## config.mk

```make
export PLATFORM = sky130hd
export DESIGN_NAME = mem_port_arbiter_flat
export DESIGN_NICKNAME = d
export VERILOG_FILES = /design/src/rtl/mem_port_arbiter_pkg.sv /design/src/rtl/mem_port_arbiter_if.sv /design/src/rtl/mem_port_arbiter_pick.sv /design/src/rtl/mem_port_arbiter.sv /design/src/flat_wrapper.sv
export SDC_FILE = /design/constraint.sdc
export NUM_CORES = 1
export LEC_CHECK = 0
export CORE_ASPECT_RATIO = 1.25
export CORE_MARGIN = 1
export CORE_UTILIZATION = 37
export CTS_CLUSTER_SIZE = 14
export DETAILED_ROUTE_END_ITERATION = 8
export PLACE_DENSITY = 0.77
export RECOVER_POWER = 25
export SYNTH_ARGS = -nofsm -noshare
export SYNTH_HDL_FRONTEND = slang
export SYNTH_SLANG_ARGS = --single-unit
```

## constraint.sdc

```tcl
create_clock -name clk -period 1.89 [get_ports clk]
set_clock_uncertainty 0.1 [all_clocks]
set_input_delay 0.2835 -clock clk [delete_from_list [all_inputs] [get_ports clk]]
set_output_delay 0.2835 -clock clk [all_outputs]
set_load 0.01 [all_outputs]
```

## src/rtl/mem_port_arbiter_pkg.sv

```systemverilog
// mem_arb_pkg: shared types and constants for the unified-memory port arbiter.
//   - default address/data widths
//   - FSM state encoding (ST_IDLE, ST_ACCESS, ST_RESP)
//   - requester identity (OWN_I = fetch, OWN_D = load/store)
//   - other_owner(): the requester that is not the given one
package mem_arb_pkg;

    localparam int unsigned MEM_ARB_AW = 32;
    localparam int unsigned MEM_ARB_DW = 32;

    typedef logic [1:0] arb_state_t;

    localparam arb_state_t ST_IDLE   = 2'd0;
    localparam arb_state_t ST_ACCESS = 2'd1;
    localparam arb_state_t ST_RESP   = 2'd2;

    typedef enum logic {
        OWN_I = 1'b0,
        OWN_D = 1'b1
    } owner_t;

    function automatic owner_t other_owner(input owner_t own);
        return (own == OWN_D) ? OWN_I : OWN_D;
    endfunction

endpackage

```

## src/rtl/mem_port_arbiter_if.sv

```systemverilog
// mem_port_arbiter_if: bundle of the requester handshakes and the memory port.
//   Fetch side : i_req, i_addr (in)  / i_ack, i_rdata (out)
//   Data side  : d_req, d_we, d_addr, d_wdata (in) / d_ack, d_rdata (out)
//   Memory side: mem_addr, mem_wdata, mem_we (out) / mem_rdata (in)
//   Status     : busy (out)
// Directions above are as seen by the arbiter (modport slave); modport master
// is the requester/memory environment view.
interface mem_port_arbiter_if #(
    parameter int unsigned AW = 32,
    parameter int unsigned DW = 32
);

    logic          i_req;
    logic [AW-1:0] i_addr;
    logic          i_ack;
    logic [DW-1:0] i_rdata;

    logic          d_req;
    logic          d_we;
    logic [AW-1:0] d_addr;
    logic [DW-1:0] d_wdata;
    logic          d_ack;
    logic [DW-1:0] d_rdata;

    logic [AW-1:0] mem_addr;
    logic [DW-1:0] mem_wdata;
    logic          mem_we;
    logic [DW-1:0] mem_rdata;

    logic          busy;

    modport slave (
        input  i_req, i_addr, d_req, d_we, d_addr, d_wdata, mem_rdata,
        output i_ack, i_rdata, d_ack, d_rdata, mem_addr, mem_wdata, mem_we, busy
    );

    modport master (
        output i_req, i_addr, d_req, d_we, d_addr, d_wdata, mem_rdata,
        input  i_ack, i_rdata, d_ack, d_rdata, mem_addr, mem_wdata, mem_we, busy
    );

endinterface

```

## src/rtl/mem_port_arbiter_pick.sv

```systemverilog
// mem_arb_pick: combinational winner selection for the memory port.
//   i_fetch_req  : fetch requester wants the port
//   i_data_req   : data requester wants the port
//   i_in_resp    : arbiter is in RESP; the current owner is excluded
//   i_owner      : current owner (meaningful in RESP)
//   i_last_owner : requester served last (only with MEM_ARB_RR_EN)
//   o_grant      : a requester is granted
//   o_grant_own  : which requester is granted
// Config macro: MEM_ARB_RR_EN selects round-robin on contention; otherwise
// data always beats fetch.
module mem_arb_pick
    import mem_arb_pkg::*;
(
    input  logic   i_fetch_req,
    input  logic   i_data_req,
    input  logic   i_in_resp,
    input  owner_t i_owner,
`ifdef MEM_ARB_RR_EN
    input  owner_t i_last_owner,
`endif
    output logic   o_grant,
    output owner_t o_grant_own
);

    always_comb begin
        o_grant     = 1'b0;
        o_grant_own = OWN_D;
        if (i_in_resp) begin
            // The owner's req is still high by protocol; only the other side can win.
            if (i_owner == OWN_D) begin
                o_grant     = i_fetch_req;
                o_grant_own = OWN_I;
            end else begin
                o_grant     = i_data_req;
                o_grant_own = OWN_D;
            end
        end else if (i_fetch_req && i_data_req) begin
            o_grant = 1'b1;
`ifdef MEM_ARB_RR_EN
            o_grant_own = other_owner(i_last_owner);
`else
            o_grant_own = OWN_D;
`endif
        end else if (i_data_req) begin
            o_grant     = 1'b1;
            o_grant_own = OWN_D;
        end else if (i_fetch_req) begin
            o_grant     = 1'b1;
            o_grant_own = OWN_I;
        end
    end

endmodule

```

## src/rtl/mem_port_arbiter.sv

```systemverilog
// mem_port_arbiter: shares the single-ported unified instruction/data memory
// between the fetch requester and the load/store requester.
//   clk   : rising-edge clock
//   rst_n : asynchronous active-low reset
//   bus   : mem_port_arbiter_if.slave (fetch/data handshakes, memory port, busy)
// Each transaction: IDLE/RESP grant -> ACCESS (memory driven one cycle) ->
// RESP (one-cycle ack, registered read data).
// Config macro: MEM_ARB_RR_EN (round-robin on contention, see mem_arb_pick).
module mem_port_arbiter
    import mem_arb_pkg::*;
#(
    parameter int unsigned AW = MEM_ARB_AW,
    parameter int unsigned DW = MEM_ARB_DW
) (
    input  logic              clk,
    input  logic              rst_n,
    mem_port_arbiter_if.slave bus
);

    arb_state_t    r_state,     w_state_nxt;
    owner_t        r_owner,     w_owner_nxt;
    logic [AW-1:0] r_mem_addr,  w_mem_addr_nxt;
    logic [DW-1:0] r_mem_wdata, w_mem_wdata_nxt;
    logic          r_mem_we,    w_mem_we_nxt;
    logic          r_i_ack,     w_i_ack_nxt;
    logic          r_d_ack,     w_d_ack_nxt;
    logic [DW-1:0] r_i_rdata,   w_i_rdata_nxt;
    logic [DW-1:0] r_d_rdata,   w_d_rdata_nxt;

    logic          w_in_resp;
    logic          w_grant;
    owner_t        w_grant_own;

    assign w_in_resp = (r_state == ST_RESP);

    // The owner register doubles as the last-served flag: it is only rewritten
    // on a grant and resets to data.
    mem_arb_pick u_pick (
        .i_fetch_req  (bus.i_req),
        .i_data_req   (bus.d_req),
        .i_in_resp    (w_in_resp),
        .i_owner      (r_owner),
`ifdef MEM_ARB_RR_EN
        .i_last_owner (r_owner),
`endif
        .o_grant      (w_grant),
        .o_grant_own  (w_grant_own)
    );

    always_comb begin
        w_state_nxt     = r_state;
        w_owner_nxt     = r_owner;
        w_mem_addr_nxt  = r_mem_addr;
        w_mem_wdata_nxt = r_mem_wdata;
        w_mem_we_nxt    = r_mem_we;
        w_i_ack_nxt     = 1'b0;
        w_d_ack_nxt     = 1'b0;
        w_i_rdata_nxt   = r_i_rdata;
        w_d_rdata_nxt   = r_d_rdata;

        case (r_state)
            ST_IDLE, ST_RESP: begin
                if (w_grant) begin
                    w_state_nxt = ST_ACCESS;
                    w_owner_nxt = w_grant_own;
                    if (w_grant_own == OWN_D) begin
                        w_mem_addr_nxt  = bus.d_addr;
                        w_mem_wdata_nxt = bus.d_wdata;
                        w_mem_we_nxt    = bus.d_we;
                    end else begin
                        w_mem_addr_nxt = bus.i_addr;
                        w_mem_we_nxt   = 1'b0;
                    end
                end else begin
                    w_state_nxt = ST_IDLE;
                end
            end
            ST_ACCESS: begin
                w_state_nxt  = ST_RESP;
                w_mem_we_nxt = 1'b0;
                if (r_owner == OWN_I) begin
                    w_i_ack_nxt   = 1'b1;
                    w_i_rdata_nxt = bus.mem_rdata;
                end else begin
                    w_d_ack_nxt = 1'b1;
                    // Stores leave the load data register untouched.
                    if (!r_mem_we) begin
                        w_d_rdata_nxt = bus.mem_rdata;
                    end
                end
            end
            default: begin
                w_state_nxt  = ST_IDLE;
                w_mem_we_nxt = 1'b0;
            end
        endcase
    end

    // Async reset drops mem_we immediately, so a store caught in ACCESS never lands.
    always_ff @(posedge clk or negedge rst_n) begin
        if (!rst_n) begin
            r_state     <= ST_IDLE;
            r_owner     <= OWN_D;
            r_mem_addr  <= '0;
            r_mem_wdata <= '0;
            r_mem_we    <= 1'b0;
            r_i_ack     <= 1'b0;
            r_d_ack     <= 1'b0;
            r_i_rdata   <= '0;
            r_d_rdata   <= '0;
        end else begin
            r_state     <= w_state_nxt;
            r_owner     <= w_owner_nxt;
            r_mem_addr  <= w_mem_addr_nxt;
            r_mem_wdata <= w_mem_wdata_nxt;
            r_mem_we    <= w_mem_we_nxt;
            r_i_ack     <= w_i_ack_nxt;
            r_d_ack     <= w_d_ack_nxt;
            r_i_rdata   <= w_i_rdata_nxt;
            r_d_rdata   <= w_d_rdata_nxt;
        end
    end

    assign bus.mem_addr  = r_mem_addr;
    assign bus.mem_wdata = r_mem_wdata;
    assign bus.mem_we    = r_mem_we;
    assign bus.i_ack     = r_i_ack;
    assign bus.d_ack     = r_d_ack;
    assign bus.i_rdata   = r_i_rdata;
    assign bus.d_rdata   = r_d_rdata;
    assign bus.busy      = (r_state != ST_IDLE);

    // Request payload must stay put while the request is outstanding.
    a_i_stable: assert property (@(posedge clk) disable iff (!rst_n)
        (bus.i_req && $past(bus.i_req) && !bus.i_ack && !$past(bus.i_ack))
            |-> $stable(bus.i_addr));

    a_d_stable: assert property (@(posedge clk) disable iff (!rst_n)
        (bus.d_req && $past(bus.d_req) && !bus.d_ack && !$past(bus.d_ack))
            |-> $stable({bus.d_we, bus.d_addr, bus.d_wdata}));

    a_one_ack: assert property (@(posedge clk) disable iff (!rst_n)
        !(bus.i_ack && bus.d_ack));

    a_ack_in_resp: assert property (@(posedge clk) disable iff (!rst_n)
        (bus.i_ack || bus.d_ack) |-> (r_state == ST_RESP));

    a_we_owner: assert property (@(posedge clk) disable iff (!rst_n)
        bus.mem_we |-> (r_state == ST_ACCESS && r_owner == OWN_D));

endmodule

```

## src/flat_wrapper.sv

```systemverilog
// flat-port wrapper written by rule: the top's interface ports become plain ports
module mem_port_arbiter_flat import mem_arb_pkg::*;
#(
    parameter int unsigned AW = MEM_ARB_AW,
    parameter int unsigned DW = MEM_ARB_DW
)
  (clk, rst_n, bus_i_req, bus_i_addr, bus_d_req, bus_d_we, bus_d_addr, bus_d_wdata, bus_mem_rdata, bus_i_ack, bus_i_rdata, bus_d_ack, bus_d_rdata, bus_mem_addr, bus_mem_wdata, bus_mem_we, bus_busy);
  mem_port_arbiter_if #(.AW(AW), .DW(DW)) bus_i ();
  input  logic clk;
  input  logic rst_n;
  input wire logic [$bits(bus_i.i_req)-1:0] bus_i_req;
  input wire logic [$bits(bus_i.i_addr)-1:0] bus_i_addr;
  input wire logic [$bits(bus_i.d_req)-1:0] bus_d_req;
  input wire logic [$bits(bus_i.d_we)-1:0] bus_d_we;
  input wire logic [$bits(bus_i.d_addr)-1:0] bus_d_addr;
  input wire logic [$bits(bus_i.d_wdata)-1:0] bus_d_wdata;
  input wire logic [$bits(bus_i.mem_rdata)-1:0] bus_mem_rdata;
  output wire logic [$bits(bus_i.i_ack)-1:0] bus_i_ack;
  output wire logic [$bits(bus_i.i_rdata)-1:0] bus_i_rdata;
  output wire logic [$bits(bus_i.d_ack)-1:0] bus_d_ack;
  output wire logic [$bits(bus_i.d_rdata)-1:0] bus_d_rdata;
  output wire logic [$bits(bus_i.mem_addr)-1:0] bus_mem_addr;
  output wire logic [$bits(bus_i.mem_wdata)-1:0] bus_mem_wdata;
  output wire logic [$bits(bus_i.mem_we)-1:0] bus_mem_we;
  output wire logic [$bits(bus_i.busy)-1:0] bus_busy;
  assign bus_i.i_req = bus_i_req;
  assign bus_i.i_addr = bus_i_addr;
  assign bus_i.d_req = bus_d_req;
  assign bus_i.d_we = bus_d_we;
  assign bus_i.d_addr = bus_d_addr;
  assign bus_i.d_wdata = bus_d_wdata;
  assign bus_i.mem_rdata = bus_mem_rdata;
  assign bus_i_ack = bus_i.i_ack;
  assign bus_i_rdata = bus_i.i_rdata;
  assign bus_d_ack = bus_i.d_ack;
  assign bus_d_rdata = bus_i.d_rdata;
  assign bus_mem_addr = bus_i.mem_addr;
  assign bus_mem_wdata = bus_i.mem_wdata;
  assign bus_mem_we = bus_i.mem_we;
  assign bus_busy = bus_i.busy;
  mem_port_arbiter #(.AW(AW), .DW(DW)) u_core (.clk(clk), .rst_n(rst_n), .bus(bus_i));
endmodule
```

# After elaboration in Yosys (flattened, before gate mapping)
# Index checks and enable logic that the tools add are counted.
op_classes:
  reduce_logical: 8
  shifts: 0
  n_eq_ne: 3
  order_cmp: 0
  bitwise: 2
  n_div: 0
  n_addsub: 0
  mul: 0
  mux: 19
op_table:
  columns: ["operator", "count"]
  rows:
  - ["$mux 32", 1]
  - ["$mux 1", 17]
  - ["$reduce_and 3->1", 2]
  - ["$pmux 2 s2", 1]
  - ["$reduce_and 2->1", 2]
  - ["$eq 2x1->1 const B", 1]
  - ["$eq 2x2->1 const B", 1]
  - ["$logic_not 2->1", 1]
  - ["$ne 2x2->1 const B", 1]
  - ["$not 1->1", 2]
  - ["$reduce_bool 2->1", 1]
  - ["$reduce_or 2->1", 1]
  - ["$logic_and 1x1->1", 1]
totals:
  mem_bits_rw: 0
  ff_bits: 134
  out_inout_bits: 132
  memories: 0
  inputBits: 133
  latch_bits: 0
  wordCells: 41
  rom_bits: 0

# Longest topological paths before layout
# Gate-level depths: netlist of the first run.
depth:
  ltp_word: 7
  depth_mapped: 6
  depth_no_buf: 4

# Hierarchy
# A second synthesis of the first run with hierarchy kept.
unflattened:
  hier_cells: 330
  area_unflattened_um2: 5437.7
by_module_without_submodules:
  columns: ["module", "area_per_inst_um2", "instances", "seq_area_each_um2", "cells_each"]
  rows:
  - ["mem_port_arbiter", 5407.7, 1, 3354.5, 325]
  - ["mem_arb_pick", 30.0, 1, 0.0, 5]

# Worst setup path before layout of the first run
# Ideal clock, no wire load.
synth_timing:
  path_kind: "reg2reg"
  startpoint: "register u_core.r_state[0]"
  endpoint: "register u_core.r_mem_addr[10] (netlist: u_core.bus.mem_addr[10])"
  required_time_ns: 1.665
  period_less_slack_ns: 1.878
  setup_ns: 0.125
  arrival_ns: 1.654
  stages_incl_launch_ff: 6
  path_slack_ns: 0.012
  n_path_buf: 1
  path_cell_list: "dfrtp_1 -> nand2b_1 -> mux2i_2 -> buf_6 -> mux2_2 -> mux2_2"
synth_via:
  elab_chain_cells: 3
  elab_cells_between_ends: 7
  classes_between: "eq/ne (1); mux (3); reduce/logical (3)"
synth_lines:
  columns: ["element", "line", "source"]
  rows:
  - ["start, declared", "mem_port_arbiter.sv:20", "arb_state_t r_state, w_state_nxt;"]
  - ["start signal, assigned", "mem_port_arbiter.sv:112", "r_state <= w_state_nxt;"]
  - ["$eq 2x2->1 / $logic_not 2->1 (equally long branches)", "mem_port_arbiter.sv:34, mem_port_arbiter.sv:61", null]
  - ["$mux 1 / $reduce_or 2->1 (equally long branches)", "mem_port_arbiter_pick.sv:28, mem_port_arbiter.sv:61", null]
  - ["$mux 32 / $reduce_and 2->1 (equally long branches)", null, null]
  - ["end signal, assigned", "mem_port_arbiter.sv:114", "r_mem_addr <= w_mem_addr_nxt;"]
  - ["end, declared", "mem_port_arbiter.sv:22", "logic [AW-1:0] r_mem_addr, w_mem_addr_nxt;"]
# Several ways; a longest one is shown, not always the timed one.
# A chain may end at the register's enable or synchronous reset.

# Final worst setup path of the first run
# Same ends and word-level chain as after synthesis.

==> results by group, run 1 <==
Floorplan
  • Die H: 137 µm
  • Die span in x: 110 µm
  • Row count: 49
  • Core area: roughly 14000 µm²
  • Initial Util: a little under two fifths
  • Total Die Area: around 15000 µm²
  • Top Ports: roughly 270

Layout
  • Fraction of layout cells with a size suffix above 1: 34.4%
  • Non-Filler Instances: approximately 810
  • N_diodes: 0
  • Area grow syn2layout: 69.1%
  • Post-route cell area: just over 9000 µm²
  • Final net count: 750

Yosys
  • Synth cell types: 20
  • Area share of the largest cell type after synthesis: approximately three fifths
  • Seq/Total Area, Yosys: a little over 60%
  • Dominant cells by area after synthesis: dfrtp_1 62%, mux2_2 33%, buf_4 0.83%
  • Synth Flop Type: dfrtp_1
  • Synth async-reset ratio: 100%
  • #FFs+latches synth: roughly 130
  • Largest area contributor in the netlist: dfrtp_1
  • Synthesized area per cell: approximately 16 µm²
  • Syn Nets: 464
  • Number of synthesized flops with an enable pin: 0
  • Post-synthesis cell area: 5400 µm²
  • Syn Inst Count: ~330
  • Yosys warns: 0

Route
  • 1st-pass router iterations: 4
  • Drt total wl: roughly 15 mm
  • Wire length per cell: ~18 µm
  • Mean number of vias per cell: 4.75
  • DR vias: 3834
  • Initial DRC count: between 80 and 90
  • Post-DRT Antenna Nets: 0
  • Drt drc: 0

Clock tree
  • Clk root buf: clkbuf_16
  • Clock Pin Slew Worst Setup and Hold Paths: 0.06 ns
  • Num CTS Buffers: 17
  • CTS H-tree depth: 4
  • CTS Sinks: approximately 130
  • TritonCTS clock tree: built
  • CTS Buffer Depth: 2
  • Worst skew pair latency: 0.41 ns

Timing
  • Fin. Hold Viols: 0
  • Fin crit share: a little over nine tenths
  • Setup TNS: 0 ns
  • Fmax: 0.537 GHz
  • Worst-Margin Slew: around 0.64 ns
  • Tmin final: ~1.9 ns
  • Slew Limit Fails: 0
  • Slew HR: ~58%
  • Final Setup Violations: 0
  • RSZ-0062 raised after global routing: true

Power
  • Peak supply drop: between 0.9 and 1 mV
  • P_leak: approximately 3.8 nW
  • Power Total: about 16 mW
  • Total power divided by cell area: around 1800 nW/µm²

Outcome
  • Status: complete, no violations

Global routing
  • Vias in the first global route: around 4.2k
  • Largest net degree at the start of global routing: 45
  • GRT Total Usage: between 10% and 20%
  • Remaining Overflow, GRT: 0
  • First-pass GRT wire length: about 21 mm
  • Initial antenna violation count: 0

Placed design
  • Post-DP HPWL: ~10 mm
  • Gpl congestion: 0.724
  • Placed cells: roughly 770
  • PortBufs: approximately 260
  • Post-DP Area: approximately 8400 µm²

Setup path
  • Worst R2R Start: u_core.r_state[0]$_DFF_PN0_
  • Critical-path maximum fanout: 21
  • CP Capture Type: flip-flop
  • R2R depth: 5
  • Reg-to-reg critical path endpoint: u_core.bus.mem_addr[10]$_DFFE_PN0P_
  • Startpoint types: flip-flop
  • Reg2Reg Setup Slack: between 0.02 and 0.03 ns
  • Setup Crit Path Kind: reg -> reg
  • Arrival time at the worst endpoint: 2.06 ns
  • Critical path required time: 2.08 ns

Run
  • Max Cap Viol: 0

Worst hold path
  • Min-Delay Path Class: in -> async
[Yosys cell counts (2+ instances only)]
master	number
and2_1	2
buf_2	7
buf_4	6
buf_6	3
dfrtp_1	133
inv_1	2
mux2_1	3
mux2_2	157
nand2b_1	2
nor2b_1	4
o21ai_0	3
[timing repair]
item / 4_1_cts / 5_1_grt
gates resized for setup: 2 / 24
buffers inserted: 0 / 1
hold buffers: 1 / 0
endpoints found under the setup margin: 1 / 51
gates cloned: 0 / 3
hold endpoints to repair: 20 / 0
[routing by layer]
metal | wire [µm] | up-vias | GRT usage, %
li1 | - | 1747 | -
met1 | 4960 | 1898 | 17.7
met2 | 7960 | 170 | 35.3
met3 | 1440 | 19 | 7.86
met4 | 245 | 0 | 7.70
met5 | 0 | - | 0
[placed cells by master, fill, tap and decap left out, types with 3 or more instances in the layout]
cell	Yosys	final
buf_12	0	5
buf_4	6	5
buf_6	3	4
bufinv_16	0	4
clkbuf_16	0	19
clkdlybuf4s50_1	0	262
clkinv_4	0	3
dfrtp_1	133	133
inv_6	0	3
mux2_1	3	3
mux2_2	157	141
mux2_4	0	16
o21ai_0	3	3
[cell type report]
type                            instances  area (µm²)
Clock buffer                           18         439
Clock inverter                         14         198
Fill cell                            1082        5220
Inverter                                2        7.51
Multi-Input combinational cell        178        2010
Sequential cell                       134        3350
Tap cell                              178         223
Timing Repair Buffer                  284        2890
[metrics by stage]
stage / hold slack [ns] / utilization [%] / worst slack, ns
floorplan: -0.112 / - / 0.0118
global placement: 0.116 / 58.3 / -0.234
detailed placement: 0.124 / 58.3 / -0.264
CTS: 0.221 / 62.8 / 0.000637
global route: 0.364 / 63.6 / -0.0319
finish: 0.318 / 63.6 / 0.0269
[kinds of logic after synthesis]
kind of cell    count (synthesis)  synth area share [%]
flops                         134                  62.1
buf+inv                        19                  2.34
compound gates                  4                 0.371
mux                           161                  33.6
simple gates                   13                  1.51
[sequential cells by signal, summed over array words and instances (netlist names)]
name	count
u_core.bus.i_rdata	32
u_core.r_owner	1
u_core.bus.mem_wdata	32
u_core.r_state	2
u_core.bus.d_rdata	32
u_core.bus.mem_we	1
u_core.bus.i_ack	1
u_core.bus.d_ack	1
u_core.bus.mem_addr	32
[worst max-delay path by stage]
| stage | start | endpoint | slack [ns] |
|---|---|---|---|
| floorplan | u_core.r_state[0]$_DFF_PN0_ | u_core.bus.mem_addr[10]$_DFFE_PN0P_ | 0.01 |
| global placement | bus_i_req | u_core.bus.mem_addr[29]$_DFFE_PN0P_ | -0.23 |
| detailed placement | bus_i_req | u_core.bus.mem_addr[28]$_DFFE_PN0P_ | -0.26 |
| CTS | u_core.r_state[0]$_DFF_PN0_ | u_core.bus.mem_addr[30]$_DFFE_PN0P_ | 0.0006 |
| global route | u_core.r_state[0]$_DFF_PN0_ | u_core.bus.mem_addr[6]$_DFFE_PN0P_ | -0.03 |
| finish | u_core.r_state[0]$_DFF_PN0_ | u_core.bus.mem_addr[10]$_DFFE_PN0P_ | 0.03 |
[worst max-delay path, stage by stage, from the launching register on]
cell	delay [ns]
dfrtp_1	0.36
nand2b_1	0.18
mux2i_4	0.29
buf_12	0.20
mux2_2	0.34
mux2_2	0.27
[where the power goes]
group / switching (mW) / internal, mW / total [mW]
logic: 2.70 / 4.83 / 7.53
clock network: 1.27 / 2.26 / 3.52
registers: 0.779 / 4.37 / 5.15
Power figures use the tool's default switching activity.
==> run 2: changes to the inputs <==
Settings changed: PLACE_DENSITY 0.77 to not set, PLACE_DENSITY_LB_ADDON set to 0.12.
==> run 2 against run 1 <==
  * Cell area rose by 1.4%
  * Combinational power rose by 3.7%
  * Sequential power barely moved
  * Clock-buffer cell count rose by 1
  * Cell count rose by 1.2%
  * Critical path depth rose by 1
  * Highest routed layer is now met5
  * Die area did not move
  * Critical path type unchanged
==> results by group, run 2 (synthesis results as in run 1) <==
Power
  • Total power divided by cell area: 1760 nW/µm² (-0.65%)
  • P_leak: 3.83 nW (+1.1%)
  • Power Total: 16.3 mW (+0.74%)
  • Peak supply drop: 0.883 mV (-10%)

Worst hold path
  • Min-Delay Path Class: in -> async

Floorplan
  • Row count: 49 (unchanged)
  • Die H: 137 µm (unchanged)
  • Die span in x: 110 µm (unchanged)
  • Initial Util: 37.6% (unchanged)
  • Total Die Area: 15100 µm² (unchanged)
  • Core area: 14300 µm² (unchanged)
  • Top Ports: 265 (unchanged)

Outcome
  • Status: complete, no violations

Placed design
  • Gpl congestion: 0.750 (+3.6%)
  • Post-DP Area: 8370 µm² (about the same)
  • Post-DP HPWL: 10.0 mm (-3.9%)
  • Pre-CTS WS: -0.215 ns (+0.0487 ns)
  • PortBufs: 264 (unchanged)

Setup path
  • Critical path required time: 2.08 ns (about the same)
  • R2R depth: 6 (+1)
  • Arrival time at the worst endpoint: 2.07 ns (about the same)
  • Worst R2R Start: u_core.r_state[1]$_DFF_PN0_
  • Startpoint types: flip-flop
  • Reg2Reg Setup Slack: 0.003 ns (-0.02 ns)
  • Reg-to-reg critical path endpoint: u_core.bus.mem_addr[3]$_DFFE_PN0P_
  • Critical-path maximum fanout: 14 (-33%)
  • Setup Crit Path Kind: reg -> reg
  • CP Capture Type: flip-flop

Route
  • Initial DRC count: 116 (+41%)
  • Drt drc: 0 (unchanged)
  • Post-DRT Antenna Nets: 0 (unchanged)
  • Drt total wl: 14.9 mm (+1.7%)
  • 1st-pass router iterations: 4 (unchanged)
  • DR vias: 3906 (+1.9%)
  • Wire length per cell: 18.2 µm (+0.50%)
  • Mean number of vias per cell: 4.78 (+0.63%)

Global routing
  • M3 GR Usage: 8.33% (+0.48 points)
  • Initial antenna violation count: 1 (+1)
  • First-pass GRT wire length: 21.3 mm (+2.3%)
  • Largest net degree at the start of global routing: 53 (+18%)
  • Remaining Overflow, GRT: 0 (unchanged)
  • Met2 Use GR: 33.5% (-1.8 points)
  • Vias in the first global route: 4239 (+1.2%)
  • GR peak layer: met2
  • GRT Total Usage: 19.0% (+0.18 points)
  • M1 GR Usage: 19.6% (+1.9 points)

Timing
  • Slew Limit Fails: 0 (unchanged)
  • Fmax: 0.530 GHz (-1.3%)
  • Worst-Margin Slew: 0.695 ns (+0.0603 ns)
  • Fin. Hold Viols: 0 (unchanged)
  • Setup ws final: 0.00319 ns (-0.0237 ns)
  • Final Setup Violations: 0 (unchanged)
  • Slew HR: 53.6% (-4.0 points)
  • Fin crit share: 99.8% (+1.3 points)
  • Min Hold Slack: 0.282 ns (-0.0365 ns)
  • Tmin final: 1.89 ns (+0.0237 ns)

Clock tree
  • CTS Sinks: 134 (unchanged)
  • CTS H-tree depth: 4 (unchanged)
  • Worst skew pair latency: 0.40 ns (about the same)
  • CTS Buffer Depth: 2 (unchanged)
  • TritonCTS clock tree: built
  • Num CTS Buffers: 17 (unchanged)
  • Clock Pin Slew Worst Setup and Hold Paths: 0.06 ns (about the same)
  • Clk root buf: clkbuf_16

Layout
  • Area grow syn2layout: 71.5%
  • Commonest non-fill, non-tap cell in the layout: clkdlybuf4s50_1
  • Final net count: 760 (+1.3%)
  • Most frequent cells in the layout: 262 x clkdlybuf4s50_1, 155 x mux2_2, 132 x dfrtp_1
  • Fill cells: 1120 (+3.5%)
  • N_diodes: 0 (unchanged)
  • Footprint of the multi-input gates: 1970 µm² (-2.2%)
  • Fraction of layout cells with a size suffix above 1: 35.8% (+1.3 points)
  • Seq. cell area: 3360 µm² (about the same)
  • Post-route cell area: 9260 µm² (+1.4%)

Run
  • Max Cap Viol: 0 (unchanged)
-- run 2: critical path, cell delays in order, from the launching register on --
cell and delay [ns]:
dfrtp_2 0.43, nand2b_4 0.09, mux2i_4 0.25, buf_12 0.15
buf_12 0.14, mux2_2 0.34, mux2_4 0.26
-- run 2: how the worst max path moves through the flow --
stage                                            from                             endpoint  slack [ns]  cells after the start
after global placement                      bus_i_req  u_core.bus.mem_addr[23]$_DFFE_PN0P_       -0.21                      6
after floorplan           u_core.r_state[0]$_DFF_PN0_  u_core.bus.mem_addr[10]$_DFFE_PN0P_        0.01                      5
final                     u_core.r_state[1]$_DFF_PN0_   u_core.bus.mem_addr[3]$_DFFE_PN0P_       0.003                      6
after CTS                 u_core.r_state[1]$_DFF_PN0_  u_core.bus.mem_addr[27]$_DFFE_PN0P_       -0.02                      5
after detailed placement                    bus_i_req  u_core.bus.mem_addr[27]$_DFFE_PN0P_       -0.22                      6
after global routing       u_core.r_owner$_DFFE_PN1P_  u_core.bus.mem_addr[13]$_DFFE_PN0P_       -0.02                      6
-- run 2: through the flow --
step | utilization [%] | TNS (ns) | std cells
detailed placement | 58.3 | -6.21 | 769
global placement | 58.3 | -6.22 | 769
global route | 64.5 | -0.433 | 818
finish | 64.5 | 0 | 818
CTS | 63.1 | -0.149 | 808
floorplan | - | 0 | 331
-- run 2: layer usage --
metal / vias up / share of wire (%)
li1: 1769 / -
met5: - / 0.081
met4: 2 / 1.8
met3: 22 / 10
met2: 169 / 52
met1: 1944 / 35
-- run 2: power by group --
part / leakage, nW / total [mW] / internal, mW / switching, mW
clock: 0.291 / 3.38 / 2.13 / 1.26
combinational: 1.96 / 7.81 / 5.03 / 2.78
sequential: 1.58 / 5.12 / 4.37 / 0.756
-- run 2: layout make-up --
class                   instances  share of cell area [%]
flip-flops and latches        134                    36.3
repair buffers                294                    33.4
multi-input cells             178                    21.3
clock buffers                  19                    4.79
well taps                     178                    2.41
clock inverters                13                    1.84
inverters                       2                  0.0811
-- run 2: timing repair --
item                       4_1_cts  5_1_grt
cloned                           1        6
resized for setup                3       12
setup buffers                    5        4
pin swaps                        1        1
hold buffers                     1        0
setup endpoints to repair       39       65
hold endpoints to repair        39        0
